## src/rtl/man_game_pkg.sv

```systemverilog
// man_game_pkg: shared state codes for the jump-game sequencer.
// Every block that decodes o_state imports these names so the numeric
// codes live in exactly one place.
package man_game_pkg;

    // Raw 3-bit state codes as seen on o_state by the velocity, platform and
    // landing blocks.
    localparam logic [2:0] IDLE = 3'd0;
    localparam logic [2:0] GEN  = 3'd1;
    localparam logic [2:0] WAIT = 3'd2;
    localparam logic [2:0] ACCU = 3'd3;
    localparam logic [2:0] JUMP = 3'd4;
    localparam logic [2:0] LAND = 3'd5;
    localparam logic [2:0] OVER = 3'd6;

    // Enumerated view of the same codes for the sequencer FSM. Code 7 is
    // deliberately left unnamed: it is illegal and recovers to IDLE.
    typedef enum logic [2:0] {
        ST_IDLE = IDLE,
        ST_GEN  = GEN,
        ST_WAIT = WAIT,
        ST_ACCU = ACCU,
        ST_JUMP = JUMP,
        ST_LAND = LAND,
        ST_OVER = OVER
    } state_e;

    // States in which a debounced press or release has any effect. In GEN,
    // JUMP and LAND the button is ignored.
    function automatic logic btn_listens(input logic [2:0] s);
        btn_listens = (s == IDLE) || (s == WAIT) || (s == ACCU) || (s == OVER);
    endfunction

endpackage

```

## src/rtl/man_game_ctrl_debounce.sv

```systemverilog
// btn_debounce: 2-FF synchroniser plus stability counter for the player
// button. o_level follows the synchronised input once it has differed from
// the current level for DEBOUNCE_CYC consecutive samples, so the total
// latency from i_raw to o_level is DEBOUNCE_CYC + 2 cycles. o_rise/o_fall
// are single-cycle strobes that coincide with the first cycle of the new
// level.
module btn_debounce #(
    parameter int DEBOUNCE_CYC = 250000
) (
    input  logic clk_machine,
    input  logic rst_machine,
    input  logic i_raw,
    output logic o_level,
    output logic o_rise,
    output logic o_fall
);

    localparam int CNT_W = (DEBOUNCE_CYC < 2) ? 1 : $clog2(DEBOUNCE_CYC);
    localparam logic [CNT_W-1:0] CNT_LAST = CNT_W'(DEBOUNCE_CYC - 1);

    logic             r_sync0;
    logic             r_sync1;
    logic [CNT_W-1:0] r_cnt;
    logic             r_level;
    logic             r_rise;
    logic             r_fall;

    // Two-flop synchroniser for the asynchronous button pin.
    always_ff @(posedge clk_machine) begin
        if (rst_machine) begin
            r_sync0 <= 1'b0;
            r_sync1 <= 1'b0;
        end else begin
            r_sync0 <= i_raw;
            r_sync1 <= r_sync0;
        end
    end

    // Count consecutive samples that disagree with the current level; any
    // agreeing sample restarts the count, so glitches never accumulate.
    always_ff @(posedge clk_machine) begin
        if (rst_machine) begin
            r_cnt   <= '0;
            r_level <= 1'b0;
            r_rise  <= 1'b0;
            r_fall  <= 1'b0;
        end else begin
            r_rise <= 1'b0;
            r_fall <= 1'b0;
            if (r_sync1 == r_level) begin
                r_cnt <= '0;
            end else if (r_cnt == CNT_LAST) begin
                r_cnt   <= '0;
                r_level <= r_sync1;
                r_rise  <= r_sync1;
                r_fall  <= ~r_sync1;
            end else begin
                r_cnt <= r_cnt + 1'b1;
            end
        end
    end

    assign o_level = r_level;
    assign o_rise  = r_rise;
    assign o_fall  = r_fall;

endmodule

```

## src/rtl/man_game_ctrl.sv

```systemverilog
// man_game_ctrl: top-level sequencer of the jump game.
// Debounces the player button, steps through
// IDLE -> GEN -> WAIT -> ACCU -> JUMP -> LAND -> (GEN | OVER), issues the
// platform request and launch pulses, and keeps current / best scores.
//
// Handshakes: i_gen_done, i_jump_done and i_land_valid are single-cycle
// pulses that are acted on only in GEN, JUMP and LAND respectively; a pulse
// in any other state is dropped, never remembered. o_gen_req fires in the
// first GEN cycle, o_jump_start in the first JUMP cycle; both are registered
// and they can never coincide because they mark entry into different states.
//
// Optional feature, macro MAN_ACCU_TIMEOUT_EN: a dwell counter forces
// ACCU -> JUMP after ACCU_MAX_CYC cycles of charging even while the button
// is still held. Without the macro ACCU is left only on a release.
module man_game_ctrl
    import man_game_pkg::*;
#(
    parameter int DEBOUNCE_CYC = 250000,
    parameter int ACCU_MAX_CYC = 16777215,
    parameter int SCORE_W      = 8
) (
    input  logic               clk_machine,
    input  logic               rst_machine,
    input  logic               i_btn_raw,
    input  logic               i_gen_done,
    input  logic               i_jump_done,
    input  logic               i_land_valid,
    input  logic               i_land_ok,
    output logic [2:0]         o_state,
    output logic               o_btn_db,
    output logic               o_gen_req,
    output logic               o_jump_start,
    output logic [SCORE_W-1:0] o_score,
    output logic [SCORE_W-1:0] o_best
);

    localparam logic [SCORE_W-1:0] SCORE_MAX = {SCORE_W{1'b1}};

    logic               w_db_level;
    logic               w_db_rise;
    logic               w_db_fall;
    logic               w_press;
    logic               w_release;
    logic               w_timeout;

    state_e             r_state;
    logic               r_gen_req;
    logic               r_jump_start;
    logic [SCORE_W-1:0] r_score;
    logic [SCORE_W-1:0] r_best;

    btn_debounce #(
        .DEBOUNCE_CYC (DEBOUNCE_CYC)
    ) u_btn_debounce (
        .clk_machine  (clk_machine),
        .rst_machine  (rst_machine),
        .i_raw        (i_btn_raw),
        .o_level      (w_db_level),
        .o_rise       (w_db_rise),
        .o_fall       (w_db_fall)
    );

    // Edge strobes are masked in states that ignore the button, so a press
    // made during GEN/JUMP/LAND can never leak into a later state.
    assign w_press   = w_db_rise & btn_listens(r_state);
    assign w_release = w_db_fall & btn_listens(r_state);

`ifdef MAN_ACCU_TIMEOUT_EN
    localparam int DW_W = $clog2(ACCU_MAX_CYC + 1);
    localparam logic [DW_W-1:0] DWELL_LAST = DW_W'(ACCU_MAX_CYC - 1);

    logic [DW_W-1:0] r_dwell;

    // Dwell counter: held at zero outside ACCU, so it starts from zero on
    // every ACCU entry and counts the cycles spent charging.
    always_ff @(posedge clk_machine) begin
        if (rst_machine || (r_state != ST_ACCU)) begin
            r_dwell <= '0;
        end else begin
            r_dwell <= r_dwell + 1'b1;
        end
    end

    assign w_timeout = (r_state == ST_ACCU) && (r_dwell == DWELL_LAST);
`else
    assign w_timeout = 1'b0;

    // ACCU_MAX_CYC only matters with the dwell counter; this empty block
    // just keeps the parameter referenced in this build.
    if (ACCU_MAX_CYC < 1) begin : g_accu_max_ignored
    end
`endif

    // Sequencer FSM with registered state code, pulses and score registers.
    always_ff @(posedge clk_machine) begin
        if (rst_machine) begin
            r_state      <= ST_IDLE;
            r_gen_req    <= 1'b0;
            r_jump_start <= 1'b0;
            r_score      <= '0;
            r_best       <= '0;
        end else begin
            r_gen_req    <= 1'b0;
            r_jump_start <= 1'b0;
            case (r_state)
                ST_IDLE: begin
                    if (w_press) begin
                        r_state   <= ST_GEN;
                        r_gen_req <= 1'b1;
                        r_score   <= '0;
                    end
                end
                ST_GEN: begin
                    // Accepted even in the same cycle as o_gen_req.
                    if (i_gen_done) begin
                        r_state <= ST_WAIT;
                    end
                end
                ST_WAIT: begin
                    // Only a fresh press counts; a button still held from an
                    // earlier state produces no rising strobe here.
                    if (w_press) begin
                        r_state <= ST_ACCU;
                    end
                end
                ST_ACCU: begin
                    if (w_release || w_timeout) begin
                        r_state      <= ST_JUMP;
                        r_jump_start <= 1'b1;
                    end
                end
                ST_JUMP: begin
                    if (i_jump_done) begin
                        r_state <= ST_LAND;
                    end
                end
                ST_LAND: begin
                    if (i_land_valid) begin
                        if (i_land_ok) begin
                            if (r_score != SCORE_MAX) begin
                                r_score <= r_score + 1'b1;
                            end
                            r_state   <= ST_GEN;
                            r_gen_req <= 1'b1;
                        end else begin
                            if (r_score > r_best) begin
                                r_best <= r_score;
                            end
                            r_state <= ST_OVER;
                        end
                    end
                end
                ST_OVER: begin
                    if (w_press) begin
                        r_state <= ST_IDLE;
                    end
                end
                default: begin
                    // Illegal code 7: recover silently, no pulses.
                    r_state <= ST_IDLE;
                end
            endcase
        end
    end

    assign o_state      = r_state;
    assign o_btn_db     = w_db_level;
    assign o_gen_req    = r_gen_req;
    assign o_jump_start = r_jump_start;
    assign o_score      = r_score;
    assign o_best       = r_best;

endmodule
```

## config.mk

```make
export PLATFORM = sky130hd
export DESIGN_NAME = man_game_ctrl
export DESIGN_NICKNAME = d
export VERILOG_FILES = /design/src/rtl/man_game_pkg.sv /design/src/rtl/man_game_ctrl_debounce.sv /design/src/rtl/man_game_ctrl.sv
export SDC_FILE = /design/constraint.sdc
export NUM_CORES = 1
export LEC_CHECK = 0
export CAP_MARGIN = 20
export CORE_MARGIN = 10
export CORE_UTILIZATION = 55
export DETAILED_ROUTE_END_ITERATION = 16
export PLACE_DENSITY = 0.79
export SLEW_MARGIN = 0
export SYNTH_ARGS = -nofsm -noshare
export SYNTH_HDL_FRONTEND = slang
export SYNTH_HIERARCHICAL = 1
export SYNTH_SLANG_ARGS = --single-unit
export TNS_END_PERCENT = 20
```

## constraint.sdc

```tcl
create_clock -name clk_machine -period 2.1 [get_ports clk_machine]
set_input_delay 0.42 -clock clk_machine [delete_from_list [all_inputs] [get_ports clk_machine]]
set_output_delay 0.42 -clock clk_machine [all_outputs]
set_load 0.02 [all_outputs]
```

## Word level (Yosys, flattened, before mapping)

Cells that the tools add are included.

- Bits of input ports: 7
- Output and inout bits: 22
- Register bits: 44
- Logic and storage cells: 70

- $add $sub $neg: 2
- Magnitude comparators: 1
- Reduce and logical (&&, ||, !) cells: 12
- Bitwise logic cells: 7
- Muxes and demuxes: 19
- Eq/ne operators: 18

Operators by type and width:

| kind | number |
|---|---|
| two-way mux 8 bit | 4 |
| two-way mux 3 bit | 8 |
| case mux 3 bit (7 select lines) | 1 |
| adder 18 x 1 -> 18 bit (second input constant) | 1 |
| equality test 18 bit (second input constant) | 1 |
| inequality test 2 bit (second input constant) | 9 |
| case mux 8 bit (2 select lines) | 1 |
| equality test 3 bit (second input constant) | 3 |
| adder 8 x 1 -> 8 bit (second input constant) | 1 |
| greater-than comparator 8 bit | 1 |
| inequality test 8 bit (second input constant) | 1 |
| AND reduction 7 bit | 1 |
| equality test 3 x 2 -> 1 bit (second input constant) | 2 |
| OR reduction 3 bit | 2 |
| inverter 1 bit | 5 |
| AND reduction 5 bit | 1 |
| two-way mux 1 bit | 4 |
| AND reduction 4 bit | 1 |
| equality test 3 x 1 -> 1 bit (second input constant) | 1 |
| zero test 3 bit | 1 |
| logical OR 1 bit | 3 |
| AND 1 bit | 2 |
| case mux 1 bit (2 select lines) | 1 |
| AND reduction 2 bit | 1 |
| other kinds (3) | 3 |

## Longest topological paths before layout

- Depth after elaboration: 7
- Gate-level depth with buffers: 8
- Depth with buffers taken out: 7

## Hierarchy

The synthesis kept the hierarchy.

By module, submodules not included:

| module | seq. area each (um^2) | cells an instance | area an instance (um^2) | times used |
|---|---|---|---|---|
| man_game_ctrl | 420.4 | 149 | 1282.5 | 1 |
| btn_debounce | 460.4 | 109 | 994.7 | 1 |

## Worst setup path before layout

No wires, ideal clock.

- Path kind: flip-flop to flip-flop
- Start: register r_score[5] (netlist: o_score[5])
- End: register r_best[4] (netlist: o_best[4])
- Setup slack: 149 ps
- Required time: 2013 ps
- Arrival: 1864 ps
- Cell stages (with the launch flop): 8
- Path buffers: 1
- Clock period less this slack: 1951 ps
- Library setup time: 87 ps
- Path through: dfxtp_1 -> ha_1 -> a211o_1 -> o211ai_1 -> nand4b_1 -> and3_1 -> buf_6 -> o31ai_1

- Longest elaborated chain between the ends: 2

RTL lines:

| item | RTL line | RTL |
|---|---|---|
| from (decl) | man_game_ctrl.sv:49 | `logic [SCORE_W-1:0] r_score;` |
| from (signal assigned) | man_game_ctrl.sv:141 | `r_score <= r_score + 1'b1;` |
| greater-than comparator 8 bit | man_game_ctrl.sv:146 | `if (r_score > r_best) begin` |
| AND reduction 4 bit (no line) | - |  |
| to (signal assigned) | man_game_ctrl.sv:147 | `r_best <= r_score;` |
| to (decl) | man_game_ctrl.sv:50 | `logic [SCORE_W-1:0] r_best;` |

No other way between the ends.
A chain may end at the register's enable or synchronous reset.

## Worst setup path in the final report

- Start: register r_state[2] (netlist: o_state[2])
- End: output port o_state[2]

RTL lines:

| item | RTL line | RTL |
|---|---|---|
| from (decl) | man_game_ctrl.sv:46 | `state_e r_state;` |
| from (signal assigned) | man_game_ctrl.sv:97 | `r_state <= ST_IDLE;` |
| from (signal assigned) | man_game_ctrl.sv:108 | `r_state <= ST_GEN;` |
| from (signal assigned) | man_game_ctrl.sv:116 | `r_state <= ST_WAIT;` |
| to (decl) | man_game_ctrl.sv:29 | `output logic [2:0] o_state,` |

No word-level cell between the ends.

==> flow_summary_export.csv <==
group,metric,value,unit
route,drtIter0Drc,136,
yosys,netlist_instances,258,
route,drt-vias-per-instance,5.67,
power_and_ir_drop,pwr_density_cell,550,nW/um2
yosys,synth_top_area_share,38.7,%
place,place_area,2680,um2
yosys,syn-cell-area,2280,um2
global_route,antenna_found_initial,0,
clock_network,cts_tree,"done",
route,routedWlPerCell,15.2,um
yosys,yosysSeqAreaShare,38.7,%
yosys,synth_adder_area_share,5.49,%
clock_network,htreeDepth,2,
global_route,grt_pass1_wl,9350,um
critical_path,cp-end-kind,"primary output",
yosys,synth_top_area_cell,"dfxtp_1",
critical_path,crit_fanout,11,
finish,antenna-diode-count,0,
global_route,grt.overflow.total,0,
min_path,hold_path_class,"reg -> reg",
critical_path,cp_top_family,"buffers and inverters",
critical_path,slowest_stage,"clkdlybuf4s50_1",
yosys,yosys_warnings,6,
route,drt_first_pass_iters,4,
timing,min_period_over_period,92.6,%
timing,maxSlewHeadroom,61.6,%
outcome,outcome,"finished clean",
route,drc,0,
timing,fmax,515,MHz
timing,setup_violations,0,
place,dp_hpwl,3980,um
yosys,avgSynthCellArea,8.83,um2
yosys,async_flop_share,0,%
critical_path,crit_buf_inv,1,
yosys,muxShareOfSynthArea,2.91,%
floorplan,core,4000,um2
yosys,synth_cell_types,48,
yosys,netlist_top_cells_area,"dfxtp_1 39%, ha_1 5.5%, xnor2_1 5.4%",
route,postRouteAntennaNets,0,
timing,worst_pin_slew,0.569,ns
floorplan,fp.dieW,84.3,um
clock_network,clkTransAtPathRegs,0.09,ns
clock_network,cts.hold.buffers_added,0,
global_route,grt_pass1_vias,1938,
yosys,synth-simple-area-share,30.5,%
yosys,synth_nets,275,
global_route,grtUsageTotal,15.4,%
clock_network,insertion_delay,0.31,ns
yosys,synth-xor-area-share,5.77,%
critical_path,reg2regPathDepth,7,
route,vias,1983,
critical_path,path_cells,"clkdlybuf4s50_1",
min_path,whs_path_depth,1,
critical_path,worst-path-stages,1,
yosys,synth_compound_area_share,11.8,%
power_and_ir_drop,peakVddDrop,0.757,mV
timing,hold_violations,0,
clock_network,clkSinkCount,44,
global_route,grt_max_degree,18,
clock_network,root_buffer,"clkbuf_8",
finish,n_fill_cell,335,
critical_path,crit_type,"reg -> out",
floorplan,io_pins,29,
timing,finalMaxSlewViolations,0,
timing,rsz0062_at_grt,"false",
clock_network,cts_buffer_depth,2,
route,drt_wl_total,5330,um
floorplan,die_h,84.3,um
yosys,synth_ff_type,"dfxtp_1",
timing,fin_setup_tns,0,ns
yosys,synth_enable_flop_cells,0,
floorplan,die_area,7110,um2
power_and_ir_drop,p_leak,0.000958,uW
critical_path,worstPathArrival,1.52,ns
flow_run,cap_violations,0,
floorplan,start_util,56.9,%
place,gp_congestion,0.835,
timing,fin_skew,0.0114,ns
critical_path,max_stage_delay,0.68,ns
timing,fin_crit,1.94,ns
place,port-buffer-count,28,
finish,num-nets-final,316,
yosys,synth_top_family_by_area,"simple AND/OR/NAND/NOR gates",
floorplan,num_rows,23,
critical_path,worstPathRequired,1.68,ns
finish,design_area,2790,um2
finish,drive_above_1_share,11.0,%
clock_network,cts_buffers,5,
yosys,ys_ff_latch,44,
critical_path,crit_path_start_kind,"flop",
finish,area_growth,22.6,%
[power breakdown]
part	switching, uW	internal (uW)
clock network	304	358
logic	17.7	18.4
registers	1.66	836
total	323	1210
[cell usage after synthesis (3+ instances only)]
| cell | count |
|---|---|
| nand3_1 | 9 |
| nand4_1 | 13 |
| and3_1 | 6 |
| inv_1 | 12 |
| nand2_1 | 9 |
| nor3_1 | 9 |
| nand2b_1 | 8 |
| a31oi_1 | 3 |
| nor2_1 | 29 |
| nor4_1 | 6 |
| ha_1 | 10 |
| nor4b_1 | 3 |
| xnor2_1 | 14 |
| o21ai_0 | 6 |
| a21oi_1 | 13 |
| mux2i_1 | 4 |
| dfxtp_1 | 44 |
| o31ai_1 | 6 |
| or3_1 | 3 |
| buf_6 | 3 |
| clkbuf_1 | 5 |
| nor2b_1 | 9 |
[sequential cells by signal, summed over array words and instances, names as in the netlist]
register                count
o_state                     3
o_best                      8
u_btn_debounce/r_cnt       18
u_btn_debounce/o_fall       1
u_btn_debounce/r_sync1      1
u_btn_debounce/o_level      1
o_score                     8
o_gen_req                   1
u_btn_debounce/r_sync0      1
o_jump_start                1
u_btn_debounce/o_rise       1
[through the flow]
| step | hold slack [ns] | total power, uW | instances | utilization (%) | worst slack [ns] |
|---|---|---|---|---|---|
| final | 0.458 | 1540 | 350 | 69.8 | 0.156 |
| after global placement | 0.426 | 893 | 342 | 66.9 | 0.138 |
| after CTS | 0.458 | 1550 | 350 | 69.8 | 0.147 |
| after detailed placement | 0.433 | 893 | 342 | 66.9 | 0.0485 |
| after floorplan | 0.414 | 873 | 258 | - | 0.149 |
| after global routing | 0.464 | 1600 | 350 | 69.8 | 0.0605 |
[area by class of cell]
| type | count | area [um2] | share of cell area [%] |
|---|---|---|---|
| tap | 50 | 62.6 | 2.24 |
| clock inverter | 3 | 46.3 | 1.66 |
| inverter | 12 | 45.0 | 1.61 |
| clock buffer | 5 | 68.8 | 2.47 |
| timing repair buffer | 44 | 400 | 14.3 |
| sequential | 44 | 881 | 31.6 |
| multi-input combinational | 192 | 1290 | 46.1 |
[cell usage in the layout (no fill, tap or decap), types with 2 or more instances in the layout]
| cell | count |
|---|---|
| a21o_1 | 2 |
| a21oi_1 | 13 |
| a31oi_1 | 3 |
| and3_1 | 5 |
| buf_4 | 16 |
| clkbuf_8 | 5 |
| clkdlybuf4s50_1 | 28 |
| dfxtp_1 | 44 |
| ha_1 | 10 |
| inv_1 | 12 |
| mux2i_1 | 4 |
| nand2_1 | 9 |
| nand2_2 | 2 |
| nand2b_1 | 8 |
| nand3_1 | 9 |
| nand3b_1 | 2 |
| nand4_1 | 13 |
| nand4b_1 | 2 |
| nor2_1 | 29 |
| nor2b_1 | 9 |
| nor3_1 | 9 |
| nor3b_1 | 2 |
| nor4_1 | 6 |
| nor4b_1 | 3 |
| o211ai_1 | 2 |
| o21a_1 | 2 |
| o21ai_0 | 6 |
| o22ai_1 | 2 |
| o31ai_1 | 6 |
| or3_1 | 3 |
| xnor2_1 | 14 |
[timing repair]
item                       CTS  global route
setup buffers                0             0
hold endpoints to repair     0             0
setup endpoints to repair    0             3
gates resized for setup      0             1
[final timing paths]
check             slack, ns                               from                           endpoint
hold / removal         0.46  u_btn_debounce/r_sync0$_SDFF_PP0_  u_btn_debounce/r_sync1$_SDFF_PP0_
setup / recovery       0.16            o_state[2]$_SDFFE_PP0P_                         o_state[2]
setup reg to reg       0.23             o_best[5]$_SDFFE_PP0P_             o_best[1]$_SDFFE_PP0P_
hold reg to reg        0.46  u_btn_debounce/r_sync0$_SDFF_PP0_  u_btn_debounce/r_sync1$_SDFF_PP0_
[logic make-up (layout without fill, tap and decap cells)]
group           Yosys count  in the layout
xor+xnor                 15             15
compound gates           42             42
mux                       5              5
buf+inv                  22             64
fa+ha+maj                10             10
flops                    44             44
simple gates            120            120
[worst reg2reg max path, delay by kind of cell (launching register included)]
family                   cells  cell delay, ns
adder cells (fa/ha/maj)      1            0.28
buffers and inverters        1            0.05
AND/OR/NAND/NOR              2            0.48
flip-flops                   1            0.36
AO/OA/AOI/OAI                3            0.60
[per-layer routing]
layer / track usage [%] / wire [um] / up-vias
met5: 0 / 0 / -
met4: 3.59 / 38 / 0
met3: 4.35 / 253 / 2
met2: 27.2 / 2770 / 47
met1: 17.9 / 2270 / 926
li1: - / - / 1008
Note: power is estimated with default switching activity, not from simulation.
